--- config.mk ---
export PLATFORM = sky130hd
export DESIGN_NAME = pes_rcs
export DESIGN_NICKNAME = d
export VERILOG_FILES = /design/src/rtl/pes_arith_pkg.sv /design/src/rtl/pes_digit_sub.sv /design/src/rtl/pes_rcs.sv
export SDC_FILE = /design/constraint.sdc
export NUM_CORES = 1
export LEC_CHECK = 0
export ABC_CLOCK_PERIOD_IN_PS = 5150
export BUFFER_PORTS_ARGS = -buffer_cell sky130_fd_sc_hd__buf_2
export CELL_PAD_IN_SITES_DETAIL_PLACEMENT = 0
export CELL_PAD_IN_SITES_GLOBAL_PLACEMENT = 2
export CORE_MARGIN = 2
export CORE_UTILIZATION = 38
export CTS_CLUSTER_DIAMETER = 150
export DETAILED_ROUTE_END_ITERATION = 8
export HOLD_SLACK_MARGIN = 0.06
export PLACE_DENSITY = 0.87
export RECOVER_POWER = 25
export SKIP_CTS_REPAIR_TIMING = 1
export SKIP_LAST_GASP = 1
export SYNTH_ARGS = -nofsm -noshare
export SYNTH_HDL_FRONTEND = slang
export SYNTH_HIERARCHICAL = 1
export SYNTH_SLANG_ARGS = --single-unit
--- constraint.sdc ---
create_clock -name clk -period 5.15 [get_ports clk]
set_input_delay 1.03 -clock clk [delete_from_list [all_inputs] [get_ports clk]]
set_output_delay 1.03 -clock clk [all_outputs]
set_load 0.01 [all_outputs]
--- src/rtl/pes_arith_pkg.sv ---
`default_nettype none
// ============================================================================
// Module      : pes_arith_pkg
// Description : Shared constants and state encoding for the pes_* serial
//               arithmetic blocks (pes_rca adder, pes_rcs subtractor).
// Revision    : 1.0 - initial release
// ============================================================================
package pes_arith_pkg;

    localparam int c_def_width = 16;
    localparam int c_def_digit = 4;

    typedef enum logic [1:0] {
        ST_IDLE = 2'd0,
        ST_RUN  = 2'd1,
        ST_DONE = 2'd2
    } pes_state_t;

endpackage : pes_arith_pkg
`default_nettype wire

--- src/rtl/pes_digit_sub.sv ---
`default_nettype none
// ============================================================================
// Module      : pes_digit_sub
// Description : Combinational DIGIT-bit subtractor slice.
//               {bout, d} = a - b - bin, bout set when the slice borrows.
// Revision    : 1.0 - initial release
// ============================================================================
module pes_digit_sub #(
    parameter int DIGIT = 4
) (
    input  logic [DIGIT-1:0] a,
    input  logic [DIGIT-1:0] b,
    input  logic             bin,
    output logic [DIGIT-1:0] d,
    output logic             bout
);

    // One extra bit on the left captures the borrow as the wrapped sign bit.
    assign {bout, d} = {1'b0, a} - {1'b0, b} - {{DIGIT{1'b0}}, bin};

endmodule : pes_digit_sub
`default_nettype wire

--- src/rtl/pes_rcs.sv ---
`default_nettype none
// ============================================================================
// Module      : pes_rcs
// Description : Multi-cycle ripple-borrow subtractor. Computes
//               diff = a - b - bin and bout, DIGIT bits per clock from LSB to
//               MSB, with valid/ready handshakes on both sides.
// Revision    : 1.0 - initial release
// ============================================================================
import pes_arith_pkg::*;

module pes_rcs #(
    parameter int WIDTH = c_def_width,
    parameter int DIGIT = c_def_digit
) (
    input  logic             clk,
    input  logic             rst_n,
    input  logic             in_valid,
    output logic             in_ready,
    input  logic [WIDTH-1:0] a,
    input  logic [WIDTH-1:0] b,
    input  logic             bin,
    output logic             out_valid,
    input  logic             out_ready,
    output logic [WIDTH-1:0] diff,
    output logic             bout
);

    localparam int NDIG = WIDTH / DIGIT;
    localparam int CW   = (NDIG > 1) ? $clog2(NDIG) : 1;
    localparam logic [CW-1:0] c_last = CW'(NDIG - 1);

    // Refuse to elaborate a width that does not split into whole digits.
    generate
        if ((WIDTH % DIGIT) != 0) begin : g_cfg_check
            $error("pes_rcs: WIDTH must be a multiple of DIGIT");
        end
    endgenerate

    pes_state_t      r_state;
    pes_state_t      w_next;

    logic [WIDTH-1:0] r_a;
    logic [WIDTH-1:0] r_b;
    logic [WIDTH-1:0] r_acc;
    logic [WIDTH-1:0] r_diff;
    logic             r_borrow;
    logic             r_bout;
    logic [CW-1:0]    r_cnt;

    logic [DIGIT-1:0] w_d;
    logic             w_bout_dig;
    logic [WIDTH-1:0] w_acc_next;
    logic             w_last;

    pes_digit_sub #(
        .DIGIT (DIGIT)
    ) u_digit_sub (
        .a    (r_a[DIGIT-1:0]),
        .b    (r_b[DIGIT-1:0]),
        .bin  (r_borrow),
        .d    (w_d),
        .bout (w_bout_dig)
    );

    // New digit enters the result accumulator from the top so that after
    // NDIG steps the first (least significant) digit sits at bit 0.
    generate
        if (NDIG == 1) begin : g_single_digit
            assign w_acc_next = w_d;
        end else begin : g_multi_digit
            assign w_acc_next = {w_d, r_acc[WIDTH-1:DIGIT]};
        end
    endgenerate

    assign w_last = (r_cnt == c_last);

    // State register.
    always_ff @(posedge clk or negedge rst_n) begin
        if (!rst_n) begin
            r_state <= ST_IDLE;
        end else begin
            r_state <= w_next;
        end
    end

    // Next-state and handshake output decode; outputs depend on state only.
    always_comb begin
        w_next    = r_state;
        in_ready  = 1'b0;
        out_valid = 1'b0;
        case (r_state)
            ST_IDLE: begin
                in_ready = 1'b1;
                if (in_valid) begin
                    w_next = ST_RUN;
                end
            end
            ST_RUN: begin
                if (w_last) begin
                    w_next = ST_DONE;
                end
            end
            ST_DONE: begin
                out_valid = 1'b1;
                if (out_ready) begin
                    w_next = ST_IDLE;
                end
            end
            default: begin
                w_next = ST_IDLE;
            end
        endcase
    end

    // Operand capture, per-digit subtraction and result publication.
    always_ff @(posedge clk or negedge rst_n) begin
        if (!rst_n) begin
            r_a      <= '0;
            r_b      <= '0;
            r_acc    <= '0;
            r_diff   <= '0;
            r_borrow <= 1'b0;
            r_bout   <= 1'b0;
            r_cnt    <= '0;
        end else begin
            case (r_state)
                ST_IDLE: begin
                    if (in_valid) begin
                        r_a      <= a;
                        r_b      <= b;
                        r_borrow <= bin;
                        r_cnt    <= '0;
                    end
                end
                ST_RUN: begin
                    r_a      <= r_a >> DIGIT;
                    r_b      <= r_b >> DIGIT;
                    r_borrow <= w_bout_dig;
                    r_acc    <= w_acc_next;
                    if (w_last) begin
                        // Visible outputs only change once the full result exists.
                        r_diff <= w_acc_next;
                        r_bout <= w_bout_dig;
                    end else begin
                        r_cnt <= r_cnt + CW'(1);
                    end
                end
                default: begin
                end
            endcase
        end
    end

    assign diff = r_diff;
    assign bout = r_bout;

endmodule : pes_rcs
`default_nettype wire

==> reports/summary.log, run 1 <==
qor: global_routing.antenna_found_initial 0
qor: critical_path.worstPathCellList inv_1 > nor2_1 > buf_2
qor: critical_path.worst_ep_arrival_time 1.74 ns
qor: critical_path.crit_required 4.12 ns
qor: floorplan.die_w 92.2 um
qor: critical_path.cp_num_cells 3
qor: detailed_routing.post_drt_via_cell_ratio 5.30
qor: detailed_routing.vias 2231
qor: critical_path.crit_buf_inv 2
qor: global_routing.gr-usage-all-layers 16.4%
qor: placed_design.numPortBuffers 55
qor: sta.drv_slew 0
qor: critical_path.crit_slowest_cell inv_1
qor: clock_tree.ctsRootBufferMaster clkbuf_8
qor: sta.report.final.setup_viol 0
qor: yosys.post_synth_mux_area_share 7.62%
qor: critical_path.max_stage_delay 0.66 ns
qor: yosys.synth_fa_ha_area_share 4.32%
qor: yosys.main_combinational_cell_family_by_area_after_synthesis compound AO/OA/AOI/OAI gates
qor: sta.worst_slew_margin_rel 19.5%
qor: clock_tree.numCtsBuffers 9
qor: global_routing.via_count_of_the_first_global_routing_pass 2280
qor: clock_tree.cts_tree done
qor: power.cell_internal_pwr 1.54 mW
qor: cells_and_area.multi_input_area 1190 um^2
qor: power.total_switching_power 0.922 mW
qor: hold_path.worstHoldPathType register to register
qor: floorplan.num_io_pins 56
qor: power.irDropWorstVdd 0.292 mV
qor: sta.finalClockSkew 0.00765 ns
qor: yosys.post_synthesis_share_of_cell_area_spent_on_and_or_nand_and_nor_gates 8.97%
qor: clock_tree.clk_latency 0.34 ns
qor: floorplan.floorplan.core_area 7650 um^2
qor: yosys.synthesis.area 2960 um^2
qor: critical_path.worstSetupStartpointType register
qor: detailed_routing.drtAntennaViolNets 0
qor: floorplan.floorplan.die.height 92.2 um
qor: sta.timing.final.crit_period 2.77 ns
qor: yosys.syn-instance-count 263
qor: sta.fmaxAchievable 360 MHz
qor: cells_and_area.area_growth 18.7%
qor: yosys.synth.avg_cell_area 11.2 um^2
qor: clock_tree.cts_max_level 3
qor: global_routing.global_route_wire_length_before_repair 10900 um
qor: floorplan.placement_rows 32
qor: critical_path.worst-r2r-cell-count 8
qor: yosys.synth_edf_count 0
qor: cells_and_area.layout.cells.most_common dfrtp_1
qor: status.status finished, final reports clean
qor: cells_and_area.final_core_utilization 45.9%
qor: hold_path.timing.hold.worst_endpoint r_acc[4]
qor: critical_path.critical_path_sink_type primary output
qor: critical_path.r2r_end r_borrow
qor: placed_design.routability_driven_placement_congestion_ratio 0.756
qor: job.drv_cap 0
qor: detailed_routing.wl 6390 um
qor: yosys.yosys.cell_types.count 30
qor: critical_path.crit_family buffers and inverters
qor: sta.rsz0062_at_grt false
qor: detailed_routing.drtPass1Iterations 4
qor: clock_tree.cts_sink_cnt 66
qor: clock_tree.clkTransAtPathRegs 0.07 ns
qor: power.flop_pwr_share 38.4%
qor: yosys.postSynthNetCount 309
qor: placed_design.dpl.hpwl 4150 um
qor: cells_and_area.layout-drive-gt1-share 29.5%
qor: yosys.synth_top_flop_cell dfrtp_1
qor: sta.hold_vio_cnt_final 0
qor: yosys.synth-async-reset-ratio 100%
qor: yosys.seq_area_frac_synth 55.9%
qor: power.p_leak 1.72 nW
qor: power.share_clk_of_total_power 19.3%
qor: sta.setup_tns 0 ns
qor: power.share_comb_of_total_power 42.3%
qor: critical_path.criticalPathCategory register to primary output
qor: critical_path.reg2reg_slack 2.93 ns
qor: cells_and_area.seq_area 1650 um^2
qor: cells_and_area.fill_cells 763
qor: floorplan.die_area 8500 um^2
qor: detailed_routing.remaining_drc_errors 0
qor: yosys.synth_compound_area_share 18.2%
qor: hold_path.holdPathStages 2
qor: power.pwr_density_cell 701 nW/um^2
qor: critical_path.critical_path_peak_fanout 25
qor: sta.min_period_over_period 53.9%
qor: yosys.synth-seq-cells 66
qor: critical_path.worstReg2RegStart r_b[0]
qor: power.sw_frac_of_total 37.5%
qor: global_routing.grt_max_degree 67
qor: cells_and_area.num_antenna_cells 0
qor: detailed_routing.routed_wire_length_per_instance 15.2 um
qor: hold_path.holdCritStartpoint r_acc[4]
qor: clock_tree.cts.path.max_buffers 2
qor: yosys.synth-xor-area-share 1.18%
qor: cells_and_area.nets_finish 360
qor: yosys.yosysWarningCount 6
qor: floorplan.floorplan.initialDensity 38.7%
qor: global_routing.grt-ovfl-total 0
qor: cells_and_area.mostFrequentLayoutCells dfrtp_1, buf_2, nand2_1
qor: sta.tightest_slew 1.21 ns
qor: detailed_routing.detailedRoute.firstIterationViolations 106
==> cell usage after synthesis (2+ instances only) <==
cell / count / area, um^2
xor2_1: 4 / 35.0
nand3b_1: 4 / 30.0
nand2b_1: 5 / 31.3
fa_1: 2 / 40.0
dfrtp_1: 66 / 1650
o2bb2ai_1: 2 / 17.5
o221a_2: 3 / 33.8
a2bb2oi_1: 8 / 70.1
nor2_1: 6 / 22.5
mux2_4: 9 / 135
ha_1: 7 / 87.6
a21oi_1: 16 / 80.1
mux2_2: 8 / 90.1
nand2_1: 40 / 150
clkbuf_1: 7 / 26.3
o22ai_1: 36 / 225
buf_2: 8 / 40.0
inv_1: 10 / 37.5
o21ai_0: 9 / 45.0
a22o_1: 3 / 26.3
==> state kept, by name, summed over array words and instances (netlist names) <==
name	count
bout	1
diff	16
r_a	16
r_acc	12
r_b	16
r_borrow	1
r_cnt	2
r_state	2
==> power by group through the flow <==
stage | registers, mW | logic [mW] | clock network [mW]
2_1_floorplan | 0.929 | 0.804 | 0
3_3_place_gp | 0.946 | 1.02 | 0
3_5_place_dp | 0.952 | 1.05 | 0
4_1_cts | 0.943 | 1.06 | 0.488
5_1_grt | 0.978 | 1.19 | 0.514
6_report | 0.944 | 1.04 | 0.476
==> metal layers <==
layer  global-route usage (%)  wire length [um]
met5                        0                 0
met3                     4.93               368
met2                     26.0              3000
met1                     21.1              2890
met4                     6.59               137
==> worst min-delay path: stages, from the launching register on <==
cell     delay [ns]
dfrtp_1        0.34
nand2_1        0.05
nand2_1        0.05
==> cells by family after synthesis <==
kind of cell	Yosys count
AO/OA/AOI/OAI	82
XOR/XNOR	4
adder cells (fa/ha/maj)	9
buffers and inverters	26
flip-flops	66
multiplexers	17
AND/OR/NAND/NOR	59
==> per-stage QoR <==
step / hold WS [ns] / std cells / instance area [um^2] / power [mW] / setup WS (ns)
final: 0.475 / 421 / 3510 / 2.46 / 2.38
after global routing: 0.496 / 421 / 3510 / 2.68 / 2.24
after CTS: 0.477 / 421 / 3510 / 2.49 / 2.36
after detailed placement: 0.459 / 405 / 3290 / 2.00 / 2.59
after global placement: 0.457 / 405 / 3290 / 1.97 / 2.62
after floorplan: 0.442 / 263 / 2960 / 1.73 / 3.16
==> layout make-up <==
class / count / share of cell area [%]
clock buffer: 11 / 4.03
multi-input combinational: 171 / 33.9
tap: 102 / 3.64
sequential: 66 / 47.1
timing repair buffer: 56 / 8.06
clock inverter: 5 / 2.21
inverter: 10 / 1.07
==> worst max-delay path by stage <==
| stage | startpoint | to | slack [ns] |
|---|---|---|---|
| 2_1_floorplan | r_a[0] | bout | 3.16 |
| 3_3_place_gp | in_valid | r_a[4] | 2.62 |
| 3_5_place_dp | in_valid | r_a[5] | 2.59 |
| 4_1_cts | r_state[1] | out_valid | 2.36 |
| 5_1_grt | r_state[1] | out_valid | 2.24 |
| 6_report | r_state[1] | out_valid | 2.38 |
Note: power is estimated with default switching activity, not from simulation.
==> run 2, diff against run 1 <==
--- a/config.mk
+++ b/config.mk
@@ -5,16 +5,16 @@
 export SDC_FILE = /design/constraint.sdc
 export NUM_CORES = 1
 export LEC_CHECK = 0
-export ABC_CLOCK_PERIOD_IN_PS = 5150
+export ABC_CLOCK_PERIOD_IN_PS = 2700
 export BUFFER_PORTS_ARGS = -buffer_cell sky130_fd_sc_hd__buf_2
 export CELL_PAD_IN_SITES_DETAIL_PLACEMENT = 0
 export CELL_PAD_IN_SITES_GLOBAL_PLACEMENT = 2
 export CORE_MARGIN = 2
-export CORE_UTILIZATION = 38
+export CORE_UTILIZATION = 35
 export CTS_CLUSTER_DIAMETER = 150
 export DETAILED_ROUTE_END_ITERATION = 8
 export HOLD_SLACK_MARGIN = 0.06
-export PLACE_DENSITY = 0.87
+export PLACE_DENSITY = 0.81
 export RECOVER_POWER = 25
 export SKIP_CTS_REPAIR_TIMING = 1
 export SKIP_LAST_GASP = 1
==> constraint.sdc (replaced) <==
create_clock -name clk -period 2.7 [get_ports clk]
set_input_delay 0.54 -clock clk [delete_from_list [all_inputs] [get_ports clk]]
set_output_delay 0.54 -clock clk [all_outputs]
set_load 0.01 [all_outputs]
==> run 2 against run 1 <==
  * The run now ends with capacitance limit, slew limit left
  * First-iteration DRC count shrank 10%
  * Wire length grew 3.5%
  * Sequential cell count is the same
  * Via count shrank 0.94%
  * Global-route usage shrank 0.77 points
  * Critical path depth grew 4
  * Utilization shrank 2.9 points
  * Die area grew 8.2%
  * Sequential share of layout area shrank 0.32 points
  * Combinational power grew 94%
  * Worst hold slack lost 0.10 ns
==> reports/summary.log, run 2 (synthesized netlist as in run 1, its figures left out) <==
qor: cells_and_area.layout-drive-gt1-share 29.4%
qor: sta.setup_tns 0 ns
qor: global_routing.antenna_found_initial 0
qor: clock_tree.ctsRootBufferMaster clkbuf_8
qor: clock_tree.cts_tree done
qor: sta.drv_slew 31
qor: placed_design.dpl.hpwl 4420 um
qor: cells_and_area.area_growth 19.5%
qor: detailed_routing.drtAntennaViolNets 0
qor: cells_and_area.mostFrequentLayoutCells dfrtp_1, buf_2, nand2_1
qor: detailed_routing.drtPass1Iterations 4
qor: status.status complete, but fails checks
qor: cells_and_area.layout.cells.most_common dfrtp_1
qor: global_routing.via_count_of_the_first_global_routing_pass 2116
qor: sta.finalClockSkew 0.0104 ns
qor: placed_design.routability_driven_placement_congestion_ratio 0.717
qor: critical_path.critical_path_sink_type register
qor: detailed_routing.post_drt_via_cell_ratio 5.16
qor: sta.timing.final.crit_period 2.12 ns
qor: critical_path.crit_required 2.95 ns
qor: power.irDropWorstVdd 0.483 mV
qor: clock_tree.cts.path.max_buffers 2
qor: sta.hold_vio_cnt_final 0
qor: status.failed_checks capacitance limit, slew limit
qor: critical_path.worstSetupStartpointType register
qor: hold_path.worstHoldPathType input pin to register
qor: floorplan.die_area 9200 um^2
qor: clock_tree.clkTransAtPathRegs 0.07 ns
qor: sta.worst_slew_margin_rel -17.3%
qor: global_routing.gr-usage-all-layers 15.6%
qor: floorplan.num_io_pins 56
qor: power.pwr_density_cell 1320 nW/um^2
qor: cells_and_area.finalNonFillerCells 428
qor: global_routing.grt_max_degree 37
qor: sta.report.final.setup_viol 0
qor: floorplan.floorplan.initialDensity 36.0%
qor: floorplan.floorplan.die.height 95.9 um
qor: detailed_routing.detailedRoute.firstIterationViolations 95
qor: global_routing.global_route_wire_length_before_repair 10700 um
qor: clock_tree.cts_sink_cnt 66
qor: placed_design.numPortBuffers 55
qor: sta.min_period_over_period 78.6%
qor: clock_tree.clk_latency 0.34 ns
qor: critical_path.criticalPathCategory register to register
qor: clock_tree.numCtsBuffers 9
qor: job.drv_cap 1
qor: placed_design.placed_cells 412
qor: cells_and_area.nets_finish 364
qor: power.p_leak 1.73 nW
qor: detailed_routing.remaining_drc_errors 0
qor: sta.tightest_slew 1.76 ns
qor: detailed_routing.vias 2210
qor: floorplan.placement_rows 33
qor: sta.rsz0062_at_grt false
qor: global_routing.grt-ovfl-total 0
qor: clock_tree.cts_max_level 3
qor: critical_path.critical_path_peak_fanout 3
qor: floorplan.floorplan.core_area 8220 um^2
qor: cells_and_area.num_antenna_cells 0
qor: floorplan.die_w 95.9 um
qor: detailed_routing.wl 6620 um
qor: critical_path.worst_ep_arrival_time 2.38 ns
qor: detailed_routing.routed_wire_length_per_instance 15.5 um
qor: sta.fmaxAchievable 471 MHz
qor: cells_and_area.fill_cells 813
==> run 2: metal layers <==
layer / vias up / routed length, um / global-route usage [%] / part of all wire, %
met5: - / 0 / 0 / 0
met1: 1078 / 3000 / 20.4 / 45
met3: 5 / 361 / 5.64 / 5.5
met2: 66 / 3230 / 24.1 / 49
li1: 1061 / - / - / -
met4: 0 / 28 / 5.36 / 0.42
==> run 2: critical path: stages, from the launching register on <==
cell and delay [ns]:
dfrtp_1 0.41, fa_1 0.48, fa_1 0.42, nand2b_1 0.17, a21oi_2 0.15, xor2_1 0.21
o22ai_1 0.09, a21oi_1 0.13
==> run 2: through the flow <==
stage | total power, mW | worst slack (ns) | hold slack, ns | util, % | instance area, um^2
floorplan | 3.31 | 0.713 | 0.244 | - | 2960
global placement | 3.81 | 0.626 | 0.457 | 40.6 | 3340
detailed placement | 3.86 | 0.601 | 0.465 | 40.6 | 3340
CTS | 4.71 | 0.577 | 0.268 | 43.0 | 3530
global route | 5.07 | 0.450 | 0.351 | 43.0 | 3530
finish | 4.66 | 0.578 | 0.372 | 43.0 | 3530
==> run 2: report_power, final <==
| part | internal (mW) | switching, mW |
|---|---|---|
| Clock | 0.477 | 0.350 |
| Sequential | 1.47 | 0.338 |
| Combinational | 0.948 | 1.08 |
| Total | 2.89 | 1.76 |
==> run 2: path summary, 6_finish.rpt <==
| kind | slack, ns | end | depth (start not counted) | start |
|---|---|---|---|---|
| max in group asynchronous | 1.01 | r_b[5] | 1 | rst_n |
| setup / recovery | 0.58 | r_borrow | 7 | r_a[0] |
| setup reg to reg | 0.58 | r_borrow | 7 | r_a[0] |
| hold reg to reg | 0.48 | r_acc[6] | 2 | r_acc[6] |
| hold / removal | 0.37 | r_state[1] | 2 | out_ready |
| min in group asynchronous | 0.66 | diff[1] | 1 | rst_n |
==> run 2: final cells by class <==
cell class              count  area (um^2)  share of cell area [%]
well taps                 105          131                    3.72
clock inverters             2         35.0                   0.992
repair buffers             60          324                    9.17
multi-input cells         171         1190                    33.7
flip-flops and latches     66         1650                    46.8
inverters                  10         37.5                    1.06
clock buffers              14          163                    4.61
